--- config.mk ---
export PLATFORM = sky130hd
export DESIGN_NAME = dmem_master
export DESIGN_NICKNAME = d
export VERILOG_FILES = /design/src/rtl/mips_pkg.sv /design/src/rtl/dmem_lane_align.sv /design/src/rtl/dmem_master.sv
export SDC_FILE = /design/constraint.sdc
export NUM_CORES = 1
export LEC_CHECK = 0
export ABC_CLOCK_PERIOD_IN_PS = 4140
export BUFFER_PORTS_ARGS = -buffer_cell sky130_fd_sc_hd__buf_2
export CAP_MARGIN = 10
export CORE_ASPECT_RATIO = 0.75
export CORE_MARGIN = 1.5
export CORE_UTILIZATION = 37
export DETAILED_ROUTE_END_ITERATION = 7
export PLACE_DENSITY = 0.67
export SETUP_SLACK_MARGIN = 0.15
export SYNTH_ARGS = -nofsm -noshare
export SYNTH_HDL_FRONTEND = slang
export SYNTH_SLANG_ARGS = --single-unit
--- constraint.sdc ---
create_clock -name clk -period 4.14 [get_ports clk]
set_input_delay 0.207 -clock clk [delete_from_list [all_inputs] [get_ports clk]]
set_output_delay 0.207 -clock clk [all_outputs]
set_load 0.005 [all_outputs]
--- src/rtl/mips_pkg.sv ---
// rtl/mips_pkg.sv - shared memory-op codes, dmem FSM states and alignment helpers
package mips_pkg;

  typedef enum logic [2:0] {
    LW  = 3'd0,
    LH  = 3'd1,
    LHU = 3'd2,
    LB  = 3'd3,
    LBU = 3'd4,
    SW  = 3'd5,
    SH  = 3'd6,
    SB  = 3'd7
  } mem_op_t;

  typedef enum logic [1:0] {
    IDLE = 2'd0,
    RD   = 2'd1,
    WR   = 2'd2,
    RESP = 2'd3
  } dmem_state_t;

  function automatic logic is_misaligned(input mem_op_t op, input logic [1:0] lo);
    case (op)
      LW, SW:      return lo != 2'b00;
      LH, LHU, SH: return lo[0];
      default:     return 1'b0;
    endcase
  endfunction

  function automatic logic is_subword_store(input mem_op_t op);
    return (op == SH) || (op == SB);
  endfunction

endpackage

--- src/rtl/dmem_lane_align.sv ---
// rtl/dmem_lane_align.sv - little-endian lane extract/extend for loads, lane merge for stores
module dmem_lane_align
  import mips_pkg::*;
(
  input  mem_op_t     op_i,
  input  logic [1:0]  addr_lo_i,
  input  logic [31:0] word_i,
  input  logic [31:0] wdata_i,
  output logic [31:0] merged_o,
  output logic [31:0] load_data_o
);

  logic [7:0]  byte_sel;
  logic [15:0] half_sel;

  always_comb begin
    byte_sel    = word_i[{addr_lo_i, 3'b000} +: 8];
    half_sel    = word_i[{addr_lo_i[1], 4'b0000} +: 16];
    merged_o    = word_i;
    load_data_o = word_i;
    case (op_i)
      LB:  load_data_o = {{24{byte_sel[7]}}, byte_sel};
      LBU: load_data_o = {24'h0, byte_sel};
      LH:  load_data_o = {{16{half_sel[15]}}, half_sel};
      LHU: load_data_o = {16'h0, half_sel};
      SW:  merged_o = wdata_i;
      SB:  merged_o[{addr_lo_i, 3'b000} +: 8] = wdata_i[7:0];
      SH:  merged_o[{addr_lo_i[1], 4'b0000} +: 16] = wdata_i[15:0];
      default: ;
    endcase
  end

endmodule

--- src/rtl/dmem_master.sv ---
// rtl/dmem_master.sv - data-memory master: request FSM with load extension and sub-word RMW
module dmem_master
  import mips_pkg::*;
#(
  parameter int DRAM_WORDS = 4096
) (
  input  logic        clk,
  input  logic        reset,
  input  logic        req_valid,
  output logic        req_ready,
  input  logic [2:0]  req_op,
  input  logic [31:0] req_addr,
  input  logic [31:0] req_wdata,
  output logic        resp_valid,
  output logic [31:0] resp_rdata,
  output logic        resp_error,
  output logic [31:0] data_address,
  output logic        data_write,
  output logic        data_read,
  output logic [31:0] data_writedata,
  input  logic [31:0] data_readdata
);

  dmem_state_t state_q;
  mem_op_t     op_q;
  logic [1:0]  addr_lo_q;
  logic [31:0] wdata_q;
  logic        req_ready_q, resp_valid_q, resp_error_q, data_read_q, data_write_q;
  logic [31:0] resp_rdata_q, data_address_q, data_writedata_q;

  mem_op_t     req_op_d;
  logic        req_err_d;
  logic [31:0] merged_d, load_data_d;

  assign req_op_d  = mem_op_t'(req_op);
  assign req_err_d = is_misaligned(req_op_d, req_addr[1:0]) ||
                     ({2'b00, req_addr[31:2]} >= 32'(DRAM_WORDS));

  // Fed straight from the RAM so the RD cycle's word is used at the edge that ends it.
  dmem_lane_align u_lane_align (
    .op_i       (op_q),
    .addr_lo_i  (addr_lo_q),
    .word_i     (data_readdata),
    .wdata_i    (wdata_q),
    .merged_o   (merged_d),
    .load_data_o(load_data_d)
  );

  always_ff @(posedge clk or posedge reset) begin
    if (reset) begin
      state_q          <= IDLE;
      op_q             <= LW;
      addr_lo_q        <= 2'b00;
      wdata_q          <= '0;
      req_ready_q      <= 1'b1;
      resp_valid_q     <= 1'b0;
      resp_error_q     <= 1'b0;
      resp_rdata_q     <= '0;
      data_read_q      <= 1'b0;
      data_write_q     <= 1'b0;
      data_address_q   <= '0;
      data_writedata_q <= '0;
    end else begin
      case (state_q)
        IDLE: begin
          if (req_valid) begin
            op_q        <= req_op_d;
            addr_lo_q   <= req_addr[1:0];
            wdata_q     <= req_wdata;
            req_ready_q <= 1'b0;
            if (req_err_d) begin
              state_q      <= RESP;
              resp_valid_q <= 1'b1;
              resp_error_q <= 1'b1;
              resp_rdata_q <= '0;
            end else if (req_op_d == SW) begin
              state_q          <= WR;
              data_write_q     <= 1'b1;
              data_address_q   <= {req_addr[31:2], 2'b00};
              data_writedata_q <= req_wdata;
            end else begin
              state_q        <= RD;
              data_read_q    <= 1'b1;
              data_address_q <= {req_addr[31:2], 2'b00};
            end
          end
        end
        RD: begin
          data_read_q <= 1'b0;
          if (is_subword_store(op_q)) begin
            state_q          <= WR;
            data_write_q     <= 1'b1;
            data_writedata_q <= merged_d;
          end else begin
            state_q        <= RESP;
            resp_valid_q   <= 1'b1;
            resp_rdata_q   <= load_data_d;
            data_address_q <= '0;
          end
        end
        WR: begin
          state_q          <= RESP;
          data_write_q     <= 1'b0;
          data_writedata_q <= '0;
          data_address_q   <= '0;
          resp_valid_q     <= 1'b1;
          resp_rdata_q     <= '0;
        end
        default: begin
          state_q      <= IDLE;
          req_ready_q  <= 1'b1;
          resp_valid_q <= 1'b0;
          resp_error_q <= 1'b0;
          resp_rdata_q <= '0;
        end
      endcase
    end
  end

  assign req_ready      = req_ready_q;
  assign resp_valid     = resp_valid_q;
  assign resp_error     = resp_error_q;
  assign resp_rdata     = resp_rdata_q;
  assign data_read      = data_read_q;
  assign data_write     = data_write_q;
  assign data_address   = data_address_q;
  assign data_writedata = data_writedata_q;

endmodule

==> impl_metrics.tcl, run 1 <==
set metrics [dict create \
    rsz0062_at_grt "no" \
    synth_seq_cells 138 \
    die_x_um 169 \
    setup_violations 0 \
    clock_skew_ps 6.81 \
    critPathLaunch "state_q[0]" \
    finalInstanceArea_um2 9510 \
    seq_area_frac_synth_pct 45.0 \
    ys_types 67 \
    critPathMaxFanout 26 \
    setup_ws_ps 836 \
    status "complete, no violations" \
    post_cts_buffers 0 \
    tritoncts "built" \
    grt_pass1_wl_um 38800 \
    synth_commonest_cells "dfrtp_1 (137), o21ai_0 (68), mux2_2 (54)" \
    vdd_drop_max_v 0.000366 \
    syn_avg_cell_area_um2 10.6 \
    grt_max_degree 111 \
    io_buffers 200 \
    vias 6929 \
    clockBufferDepth 2 \
    core_area_um2 20300 \
    routedWlPerCell_um 21.8 \
    max_slew_margin_pct 33.3 \
    cp.required_ps 4450 \
    fmax_mhz 303 \
    drt_wl_total_um 25500 \
    gp_congestion 0.917 \
    critPathArrivalTime_ps 3610 \
    finalPower_mw 8.11 \
    synth_area_um2 7680 \
    drc 0 \
    die_area_um2 21600 \
    grt_use_total_pct 23.8 \
    pin_count 203 \
    insertedDiodeCount 0 \
    reg2reg_from "state_q[0]" \
    h-tree-depth 4 \
    synth_edf_count 0 \
    synth_warnings 0 \
    r2r_cells 8 \
    vias_per_cell 5.93 \
    path_clk_slew_ps 60 \
    hp-class "primary input to async pin" \
    dpl_worst_slack_ps 892 \
    postRouteAntennaNets 0 \
    drive_gt1_share_pct 35.2 \
    finalHoldViolations 0 \
    cts_hold_buf 0 \
    first_global_vias 6320 \
    ys_async_sr_fraction_pct 100 \
    placed_cells 1137 \
    first_pass_iters 6 \
    p_per_area_nw_per_um2 853 \
    drv_cap 0 \
    rows 45 \
    fin_crit_sh_pct 79.8 \
    end_kind "register" \
    synth_flop_cell "dfrtp_1" \
    ys_top_cells_by_area "dfrtp_1 (45%), mux2_2 (7.9%), o21ai_0 (4.4%), nor2b_1 (3.6%), mux2_1 (3.2%)" \
    drtIter0Drc 817 \
    placed_cell_area_um2 8890 \
    tns_ps 0 \
    grt_antenna_before_repair 1 \
    start_util_pct 37.9 \
    cts_buffers 17 \
    area_growth_pct 23.8 \
    yosysMostFrequentCell "dfrtp_1" \
    worst_pin_slew_ps 1000 \
    clk_root_buffer_cell "clkbuf_16" \
    instances_no_fill 1169 \
    fp.dieH_um 128 \
    synth_cells 723 \
    synth.largest_area_cell "dfrtp_1" \
    overflow 0 \
    drv_slew 0 \
    fin_nets 1009 \
    leakagePower_nw 4.48 \
    cts-resized-gates 0 \
    synth.top_cell.area_share_pct 44.6 \
    crit_path_start_kind "register" \
    clock_latency_ps 420 \
    dp_hpwl_um 18200 \
    period_minus_slack_ps 3300 \
    cts.sinks 138 \
    path_class "register to register" \
]
-- path summary, 6_finish.rpt --
path | to | slack, ps
worst max-delay path | data_address[13] | 840
worst min-delay path | data_writedata[22] | 30
worst max register to register | data_address[13] | 840
worst min register to register | data_address[18] | 470
max in group asynchronous | resp_rdata[2] | 3130
min in group clk | wdata_q[20] | 40
-- per-layer routing --
metal / up-vias / GRT usage, % / share of wire [%]
li1: 3096 / - / -
met1: 3414 / 37.4 / 48
met2: 389 / 31.0 / 40
met3: 28 / 6.79 / 10
met4: 2 / 6.25 / 1.4
met5: - / 0 / 0.051
-- area by class of cell --
| cell class | count | area (um2) |
|---|---|---|
| inverters | 22 | 87.6 |
| flip-flops and latches | 138 | 3450 |
| well taps | 258 | 323 |
| multi-input cells | 504 | 3920 |
| clock inverters | 10 | 140 |
| clock buffers | 22 | 474 |
| repair buffers | 215 | 1110 |
| fillers | 1916 | 10800 |
-- cell families after synthesis --
kind of cell / count (synthesis) / share of synthesized area (%)
AND/OR/NAND/NOR: 161 / 12.4
other: 1 / 0.0488
AO/OA/AOI/OAI: 236 / 23.0
adder cells (fa/ha/maj): 9 / 1.47
buffers and inverters: 82 / 4.40
flip-flops: 138 / 45.0
XOR/XNOR: 2 / 0.228
multiplexers: 94 / 13.5
-- critical path, cell delays in order, from the launching register on --
cell and delay, ps:
dfrtp_1 430, inv_1 110, ha_2 510, inv_2 150, nor2_1 260, or3_1 560, o21bai_2 470, buf_4 330
mux2_2 350
-- placed cells by master (no fill, tap or decap), types with 9 or more instances in the layout --
cell type	Yosys	routed
a221o_1	9	9
nor2b_1	44	44
mux2_1	22	22
mux2i_1	18	18
nand2_1	17	17
clkbuf_16	0	17
buf_4	2	15
nor2_1	30	30
and2_1	16	16
o21ai_0	68	68
o31ai_1	23	23
inv_1	18	17
a22oi_1	9	9
o221ai_1	17	17
mux2_2	54	54
nor4b_1	18	18
a21o_1	22	22
buf_2	17	200
dfrtp_1	137	137
-- report_power, final --
part	switching [mW]	internal, mW
combinational	2.33	1.76
clock	0.598	0.997
sequential	0.489	1.94
total	3.41	4.70
-- flip-flops by register name (all words and copies together), names as in the netlist --
signal and flops:
addr_lo_q 2, data_address 30, data_read 1, data_write 1, data_writedata 32, op_q 3, req_ready 1, resp_error 1
resp_rdata 32, resp_valid 1, state_q 2, wdata_q 32
-- metrics by stage --
stage	hold slack [ps]	utilization, %
final	31.6	46.9
after global routing	20.1	46.9
after CTS	23.4	46.9
after detailed placement	460	43.9
after global placement	454	43.9
after floorplan	358	-
Note: power is estimated with default switching activity, not from simulation.
==> run 2: changes to the inputs <==
Settings changed: ABC_CLOCK_PERIOD_IN_PS 4140 to 2950.
Clock period 4.14 ns to 2.95 ns, I/O delays scaled along.
==> impl_metrics.tcl, run 2 (synthesized netlist as in run 1, its figures left out) <==
set metrics [dict create \
    status "complete, no violations" \
    p_int_mw 6.63 \
    insertedDiodeCount 0 \
    clock_latency_ps 420 \
    grt_use_total_pct 23.9 \
    h-tree-depth 4 \
    drc 0 \
    clk_root_buffer_cell "clkbuf_16" \
    cp_top_family "compound AO/OA/AOI/OAI gates" \
    leakagePower_nw 4.66 \
    drv_slew 0 \
    vdd_drop_max_v 0.000539 \
    crit_chain "inv_1, ha_1, buf_4, nand3_1, o21ba_2, a32o_1, a311o_1, mux2_1" \
    path_clk_slew_ps 60 \
    critPathArrivalTime_ps 2840 \
    switching_share_pct 42.0 \
    pwr-share-seq_pct 29.5 \
    cts_buffers 17 \
    core_area_um2 20300 \
    clkPwrFrac_pct 18.8 \
    grt_max_degree 60 \
    first_global_vias 6454 \
    setup_violations 0 \
    grt_antenna_before_repair 0 \
    pin_count 203 \
    fp.dieH_um 128 \
    p_switching_mw 4.79 \
    drv_cap 0 \
    path_buf_inv 2 \
    gp_congestion 0.904 \
    vias_per_cell 5.80 \
    drt_wl_total_um 25800 \
    cts-resized-gates 0 \
    fin_crit_sh_pct 86.0 \
    die_x_um 169 \
    worst_pin_slew_ps 959 \
    cp_num_cells 8 \
    drive_gt1_share_pct 34.6 \
    rows 45 \
    finalPower_mw 11.4 \
    area_growth_pct 29.1 \
    routedWlPerCell_um 21.3 \
    critPathMaxStageDelay_ps 410 \
    postRouteAntennaNets 0 \
    min_path_cells 2 \
    postLayoutCoreUtil_pct 48.9 \
    fin_nets 1050 \
    grt_pass1_wl_um 38900 \
    hold_slack_ps 17.4 \
    crit_path_start_kind "register" \
    max_slew_margin_pct 36.0 \
    tritoncts "built" \
    io_buffers 200 \
    cts.sinks 138 \
    period_minus_slack_ps 2540 \
    overflow 0 \
    dp_hpwl_um 18500 \
    fillCellCount 1857 \
    first_pass_iters 8 \
    clock_skew_ps 8.99 \
    vias 7024 \
    cp_slowest_cell "nand3_1" \
    final_cell_mix "buf_2 (200), dfrtp_1 (137), o21ai_0 (68), mux2_2 (54), nor2b_1 (44)" \
    fmax_mhz 394 \
    rsz0062_at_grt "no" \
    p_per_area_nw_per_um2 1150 \
    finalHoldViolations 0 \
    final_common_cell "buf_2" \
    critPathMaxFanout 22 \
    comb_power_share_pct 51.8 \
    clockBufferDepth 2 \
    path_class "register to register" \
    cp.required_ps 3250 \
    start_util_pct 37.9 \
    end_kind "register" \
    die_area_um2 21600 \
    drtIter0Drc 842 \
    r2r_cells 8 \
    tns_ps 0 \
    hp-class "primary input to register" \
]
-- run 2: changes by cell type in the layout (fill, tap and decap cells not counted) --
cell	previous run	this run
dlygate4sd3_1	0	33
buf_4	15	20
buf_12	0	3
clkinvlp_4	3	5
inv_6	2	0
bufinv_16	3	2
clkinv_4	1	2
-- run 2: final timing paths --
check | startpoint | end | slack, ps
hold reg to reg | data_address[14] | data_address[14] | 470
setup reg to reg | state_q[1] | data_writedata[12] | 410
setup / recovery | state_q[1] | data_writedata[12] | 410
min in group asynchronous | reset | wdata_q[6] | 390
max in group asynchronous | reset | resp_rdata[26] | 1820
hold / removal | req_op[0] | op_q[0] | 20
-- run 2: final cells by class --
type | count | area [um2] | share of cell area, %
clock buffers | 22 | 474 | 4.78
clock inverters | 10 | 118 | 1.19
inverters | 22 | 86.3 | 0.871
multi-input cells | 504 | 3920 | 39.5
flip-flops and latches | 138 | 3450 | 34.8
well taps | 258 | 323 | 3.26
repair buffers | 256 | 1540 | 15.5
-- run 2: power groups by stage --
stage / Clock [mW] / Combinational [mW] / Sequential, mW
5_1_grt: 2.27 / 6.49 / 3.44
4_1_cts: 2.19 / 5.87 / 3.33
6_report: 2.14 / 5.91 / 3.36
3_5_place_dp: 0 / 5.79 / 3.36
3_3_place_gp: 0 / 5.70 / 3.34
2_1_floorplan: 0 / 4.04 / 3.18
-- run 2: repair_timing --
item	in CTS	in global routing
hold endpoints to repair	60	0
buffers inserted	0	0
hold buffers	33	0
-- run 2: layer usage --
layer	GRT usage, %	vias up	routed length [um]
li1	-	3175	-
met1	35.9	3455	12100
met2	32.6	370	10600
met3	8.77	24	2860
met4	4.48	0	221
met5	0	-	0
-- run 2: metrics by stage --
step | std cells | instance area [um2] | worst slack (ps)
global placement | 1145 | 8990 | 503
global route | 1210 | 9910 | 265
detailed placement | 1145 | 8990 | 443
CTS | 1210 | 9910 | 435
finish | 1210 | 9910 | 414
floorplan | 724 | 7690 | 674
